<file path="src/rtl/memory_bus_arbiter.sv">
// memory_bus_arbiter: round-robin arbiter for the coprocessor's single shared memory port
//   i_Clock        system clock, rising edge
//   i_Reset        asynchronous active-high reset
//   i_Request      per-requester level request (0 = main CU, 1.. = processing units)
//   o_Grant        registered one-hot grant
//   o_Grant_Valid  OR of o_Grant
//   o_Grant_Index  index of the current owner, meaningful while o_Grant_Valid
//   o_Timeout      one-cycle pulse when the hold limit forces a release
module memory_bus_arbiter #(
    parameter int N_REQ    = 5,
    parameter int MAX_HOLD = 64
) (
    input  logic                     i_Clock,
    input  logic                     i_Reset,
    input  logic [N_REQ-1:0]         i_Request,
    output logic [N_REQ-1:0]         o_Grant,
    output logic                     o_Grant_Valid,
    output logic [$clog2(N_REQ)-1:0] o_Grant_Index,
    output logic                     o_Timeout
);
    localparam int IW = $clog2(N_REQ);
    localparam int CW = (MAX_HOLD > 0) ? $clog2(MAX_HOLD + 1) : 1;
    typedef enum logic [1:0] {IDLE, GRANT, RELEASE} state_t;
    state_t           state_q, state_d;
    logic [N_REQ-1:0] grant_q, grant_d;
    logic [IW-1:0]    index_q, index_d, last_q, last_d;
    logic [CW-1:0]    cnt_q, cnt_d;
    logic             timeout_q, timeout_d;
    logic [N_REQ-1:0] rot;
    logic [IW-1:0]    off, winner;
    logic [IW+1:0]    sum;
    logic             owner_req, hold_expired;
    // Rotate requests so bit 0 is the requester just after the last owner; the
    // lowest set bit of the rotated vector is then the round-robin winner.
    always_comb begin
        rot = N_REQ'({i_Request, i_Request} >> ({1'b0, last_q} + (IW+1)'(1)));
        off = '0;
        for (int k = N_REQ - 1; k >= 0; k--) begin
            if (rot[k]) off = IW'(k);
        end
        sum    = {2'b0, last_q} + (IW+2)'(1) + {2'b0, off};
        winner = (sum >= (IW+2)'(N_REQ)) ? IW'(sum - (IW+2)'(N_REQ)) : IW'(sum);
    end
    always_comb begin
        state_d      = state_q;
        grant_d      = grant_q;
        index_d      = index_q;
        last_d       = last_q;
        cnt_d        = cnt_q;
        timeout_d    = 1'b0;
        owner_req    = |(grant_q & i_Request);
        hold_expired = (MAX_HOLD != 0) && (cnt_q == CW'(MAX_HOLD - 1));
        case (state_q)
            GRANT: begin
                cnt_d = (MAX_HOLD == 0 || &cnt_q) ? cnt_q : cnt_q + CW'(1);
                if (!owner_req || hold_expired) begin
                    grant_d   = '0;
                    state_d   = RELEASE;
                    // A voluntary drop on the expiry edge is a normal release.
                    timeout_d = owner_req;
                end
            end
            default: begin
                grant_d = '0;
                state_d = IDLE;
                if (|i_Request) begin
                    grant_d = N_REQ'(1) << winner;
                    index_d = winner;
                    last_d  = winner;
                    cnt_d   = '0;
                    state_d = GRANT;
                end
            end
        endcase
    end
    always_ff @(posedge i_Clock or posedge i_Reset) begin
        if (i_Reset) begin
            state_q   <= IDLE;
            grant_q   <= '0;
            index_q   <= '0;
            last_q    <= IW'(N_REQ - 1);
            cnt_q     <= '0;
            timeout_q <= 1'b0;
        end else begin
            state_q   <= state_d;
            grant_q   <= grant_d;
            index_q   <= index_d;
            last_q    <= last_d;
            cnt_q     <= cnt_d;
            timeout_q <= timeout_d;
        end
    end
    assign o_Grant       = grant_q;
    assign o_Grant_Valid = |grant_q;
    assign o_Grant_Index = index_q;
    assign o_Timeout     = timeout_q;
endmodule
</file>
<file path="config.mk">
export PLATFORM = sky130hd
export DESIGN_NAME = memory_bus_arbiter
export DESIGN_NICKNAME = d
export VERILOG_FILES = /design/src/rtl/memory_bus_arbiter.sv
export SDC_FILE = /design/constraint.sdc
export NUM_CORES = 1
export LEC_CHECK = 0
export ABC_AREA = 1
export BUFFER_PORTS_ARGS = -buffer_cell sky130_fd_sc_hd__buf_2
export CAP_MARGIN = 0
export CORE_UTILIZATION = 54
export DETAILED_ROUTE_END_ITERATION = 7
export PLACE_DENSITY = 0.75
export REMOVE_ABC_BUFFERS = 1
export SETUP_SLACK_MARGIN = 0.5
export SLEW_MARGIN = 20
export SYNTH_ARGS = -nofsm -noshare
export SYNTH_HDL_FRONTEND = slang
export SYNTH_SLANG_ARGS = --single-unit
</file>
<file path="constraint.sdc">
create_clock -name i_Clock -period 6.4 [get_ports i_Clock]
set_input_delay 0.96 -clock i_Clock [delete_from_list [all_inputs] [get_ports i_Clock]]
set_output_delay 0.96 -clock i_Clock [all_outputs]
set_load 0.005 [all_outputs]
</file>
Word-level counts from Yosys, hierarchy flattened --
Cells that the tools add are included. W data, S select, Z words.
Operators by class: $add $sub $neg 5, $mul 0, div/mod/pow operators 0, order comparisons 1, equal/unequal tests 4, shift operators 2, mux-type cells 17, bitwise operators 2, reduce and logical (&&, ||, !) cells 9
Operators by type and width (number):
- $mux W7 | 3
- $mux W3 | 6
- $mux W5 | 3
- $reduce_or A5 Y1 | 3
- $shr A10 B4 Y5 | 1
- $add A3 B1 Y4 const B | 2
- $add A7 B1 Y7 const B | 1
- $eq A7 B6 Y1 const B | 1
- $reduce_and A7 Y1 | 1
- $add A4 B3 Y5 | 1
- $and A5 B5 Y5 | 1
- $ge A5 B3 Y1 const B | 1
- $shl A1 B3 Y5 const A | 1
- $mux W2 | 2
- $ne A2 B2 Y1 const B | 2
- $reduce_and A2 Y1 | 2
- $mux W1 | 3
- $sub A3 B3 Y3 const B | 1
- $eq A2 B1 Y1 const B | 1
- $reduce_bool A2 Y1 | 1
- $logic_not A1 Y1 | 1
- $logic_or A1 B1 Y1 | 1
- $not A1 Y1 | 1
Storage, ports and cells: register bits 21, latch bits 0, memory bits (writable) 0, memory bits (read-only) 0, input bits 7, output and inout port bits 10, logic and storage cells 46, memories 0

Longest topological paths before layout --
depth in word-level cells 13, gate-level depth with buffers 24, gate-level depth less buffers 23

Worst setup path after synthesis --
OpenSTA, ideal clock, no wires.
path type input -> register, start point input port i_Request[3], end point register index_q[1] (netlist: o_Grant_Index[1]), setup time 0.124 ns, data arrival time 2.948 ns, data required time 6.276 ns, slack 3.328 ns, cell stages on the path 20, path buffers 0, cell sequence inv_1 -> o21ai_1 -> nand2_1 -> nand3_1 -> nand2_1 -> nand3_1 -> nand2_1 -> nand2_1 -> ha_1 -> inv_1 -> fa_1 -> inv_2 -> ha_1 -> inv_1 -> nand3_1 -> nand2_1 -> nand3_1 -> nand2_2 -> nor2_1 -> o21bai_1
Between the ends: longest elaborated chain between the ends 9, elaborated cells on any way between the ends 12, those cells by class 2 x add/sub; 1 x order compare; 1 x shift; 6 x mux; 2 x reduce/logical
RTL lines:
- start: declaration | RTL line 15 | input logic [N_REQ-1:0] i_Request,
- $shr A10 B4 Y5 | RTL line 36 | rot = N_REQ'({i_Request, i_Request} >> ({1'b0, last_q} + (IW+1)'(1)));
- $mux W3 (5 in series) | RTL line 39 | if (rot[k]) off = IW'(k);
- $add A4 B3 Y5 | RTL line 41 | sum = {2'b0, last_q} + (IW+2)'(1) + {2'b0, off};
- $ge A5 B3 Y1 | RTL line 42 | winner = (sum >= (IW+2)'(N_REQ)) ? IW'(sum - (IW+2)'(N_REQ)) : IW'(sum);
- $mux W3 | RTL line 42
- end signal: assignment | RTL line 87 | index_q <= index_d;
- end: declaration | RTL line 26 | logic [IW-1:0] index_q, index_d, last_q, last_d;
Several ways; a longest one is shown, not always the timed one. A chain may end at the register's enable or synchronous reset.

Worst setup path after layout --
start point input port i_Request[3], end point register grant_q[1] (netlist: o_Grant[1])
Between the ends: longest elaborated chain between the ends 12, elaborated cells on any way between the ends 19, those cells by class 2 x add/sub; 1 x order compare; 1 x eq/ne; 2 x shift; 8 x mux; 1 x bitwise; 4 x reduce/logical
RTL lines:
- $shr A10 B4 Y5 | RTL line 36
- $mux W3 (5 in series) | RTL line 39
- $add A4 B3 Y5 | RTL line 41
- $ge A5 B3 Y1 / $sub A3 B3 Y3 (equally long branches) | RTL line 42
- $mux W3 | RTL line 42
- $shl A1 B3 Y5 | RTL line 67 | grant_d = N_REQ'(1) << winner;
- $mux W5 | RTL line 66 | if (|i_Request) begin
- $mux W5 | RTL line 53 | case (state_q)
- end signal: assignment | RTL line 86 | grant_q <= grant_d;
- end: declaration | RTL line 25 | logic [N_REQ-1:0] grant_q, grant_d;
Several ways; a longest one is shown, not always the timed one.

==> qor.csv <==
metric;value;unit
drive_above_1_share;0.1836;
end_kind;flop;
nets;222;
setup_viol_count_final;0;
seqCellArea;476.7;um2
drt_iter0_drc;33;
yosysTopAreaCell;dfrtp_1;
fp.dieArea;0.002719;mm2
holdWs;0.5183;ns
r2r_cells;23;
criticalPathCategory;input port to flop;
rsz0062_at_grt;false;
grt_pass1_vias;1209;
synth_top_area_frac;0.3318;
firstDrtPassIters;4;
routed-via-count;1264;
max_cap_viol_count;0;
grt_start_max_net_pins;20;
numCtsBuffers;3;
outcome;finished, final reports clean;
h-tree-depth;1;
numPortBuffers;16;
synth_cell_types;28;
ios;17;
cts_setup_buffers;0;
clk_pin_slew;0.11;ns
post-route-min-period;3.184;ns
post_cts_resized;0;
gp_congestion;0.8002;
crit_start;i_Request[3];
synthCells;191;
timing.rr.start;o_Grant_Index[0];
fillCellCount;217;
endpoint;o_Grant[1];
syn-cell-area;0.001358;mm2
overflow;0;
rows;17;
tightest_slew;0.6870;ns
period_share;0.4976;
design_area;0.001470;mm2
yosysWarnings;0;
seq_area_frac_synth;0.3512;
relSlewSlack;0.5415;
area_delta_synth_final;8.295;%
ys_ff_latch;19;
synth_area_per_cell;7.108;um2
rrSetupSlack;3.46;ns
cp.required;6.65;ns
startpoint_type;input port;
drt-wirelength-per-cell;11.53;um
path_max_fanout;4;
fmaxAchievable;314.0;MHz
clock_path_buffers;2;
die_w;52.14;um
cts.sinks;19;
antenna_cells;0;
synth_area_leaders;dfrtp_1 33%, nand2_1 18%, nand3_1 8.1%;
via_per_inst;5.379;
clk_latency;0.30;ns
track_usage;0.2426;
hpwlAfterDp;2143;um
dpl-instance-area;0.001443;mm2
hold_path.class;flop to flop;
cp.arrival;3.44;ns
r2r-end;o_Grant[1];
fin_util;0.6400;
wl;2709;um
fp.coreArea;0.002297;mm2
grt_pass1_wl;4850;um
final.setup.tns;0;ns
finClkSkew;0.01106;ns
ctsHoldBuffers;0;
die_h;52.14;um
initial_core_util;0.5910;
antenna_left;0;
clock-root-buffer;clkbuf_4;
cts_tree;yes;
drc;0;
maxSlewViolCount;0;
grt_antenna_before_repair;0;
finalHoldViolCount;0;
multiInputGateArea;757.0;um2
-- critical path, cell delays in order --
cell	delay (ns)
buf_2	0.10
inv_1	0.05
o21ai_1	0.20
nand2_1	0.11
nand3_1	0.08
nand2_1	0.08
nand3_1	0.07
nand2_1	0.05
nand2_1	0.05
ha_1	0.13
inv_1	0.05
fa_1	0.50
inv_2	0.06
ha_1	0.17
inv_1	0.05
nand3_1	0.06
nand2_1	0.14
nand2_2	0.08
nand2_1	0.08
nand2_2	0.08
nor2_2	0.12
nand3_1	0.10
nand2_1	0.07
-- worst min-delay path by stage --
stage,slack [ns],cells after the start,start,endpoint
after floorplan,0.47,2,o_Grant_Index[2],o_Grant_Index[2]
after global placement,0.48,2,o_Grant_Index[2],o_Grant_Index[2]
after detailed placement,0.50,2,o_Grant_Index[2],o_Grant_Index[2]
after CTS,0.52,2,o_Grant_Index[2],o_Grant_Index[2]
after global routing,0.56,2,o_Grant_Index[2],o_Grant_Index[2]
final,0.52,1,cnt_q[0],cnt_q[0]
-- area by class of cell --
type | instances | area share
clock buffer | 3 | 0.01532
clock inverter | 1 | 0.003404
tap | 28 | 0.02383
inverter | 25 | 0.06383
timing repair buffer | 16 | 0.05447
multi-input combinational | 143 | 0.5149
sequential | 19 | 0.3243
-- logic make-up (layout without fill, tap and decap cells) --
| kind of cell | after synthesis | count (layout) | share of synthesized area |
|---|---|---|---|
| buffers and inverters | 29 | 45 | 0.09125 |
| adders and majority gates | 7 | 7 | 0.07005 |
| xor gates and xnor gates | 4 | 4 | 0.02581 |
| AOI/OAI and AO/OA | 21 | 21 | 0.09676 |
| DFF | 19 | 19 | 0.3512 |
| and+or+nand+nor | 111 | 111 | 0.3650 |
-- stage by stage --
step	instances	setup WS, ns
6_report	235	3.216
5_1_grt	235	2.900
4_1_cts	235	3.256
3_5_place_dp	231	2.951
3_3_place_gp	231	3.003
2_1_floorplan	187	3.312
-- cells in the final DEF, fill, tap and decap left out, types with 3 or more instances in the layout --
cell type	netlist	routed
buf_2	0	16
clkbuf_4	0	3
dfrtp_1	18	18
ha_1	6	6
inv_1	19	19
inv_2	6	6
nand2_1	64	64
nand2_2	6	6
nand3_1	22	22
nor2_1	8	8
o21ai_0	5	5
o21ai_1	7	7
o21bai_1	3	3
-- routing by layer --
layer	up-vias	share of wire	GRT usage
met5	-	0	0
met2	25	0.51	0.4380
met3	2	0.039	0.05556
met1	591	0.45	0.2944
li1	646	-	-
met4	0	0.0037	0.04386
-- registers in the layout (all words and copies together) (netlist names) --
register       flops
cnt_q              7
o_Grant            5
o_Grant_Index      3
state_q            2
last_q             1
o_Timeout          1
-- synth_stat cells, drive strengths merged --
master,instances
xnor2,2
nand4,1
dfstp,1
nor2,11
o21bai,3
nand3b,2
o21ai,13
buf,4
ha,6
nand3,23
inv,25
xor2,2
nor3,2
nand2,70
dfrtp,18
fa,1
or2,1
o22ai,2
o211ai,2
a21oi,1
nor4,1
Power is left out: the tool's default activity adds up to more than one toggle a clock period on the data nets, which glitch-free logic cannot reach.
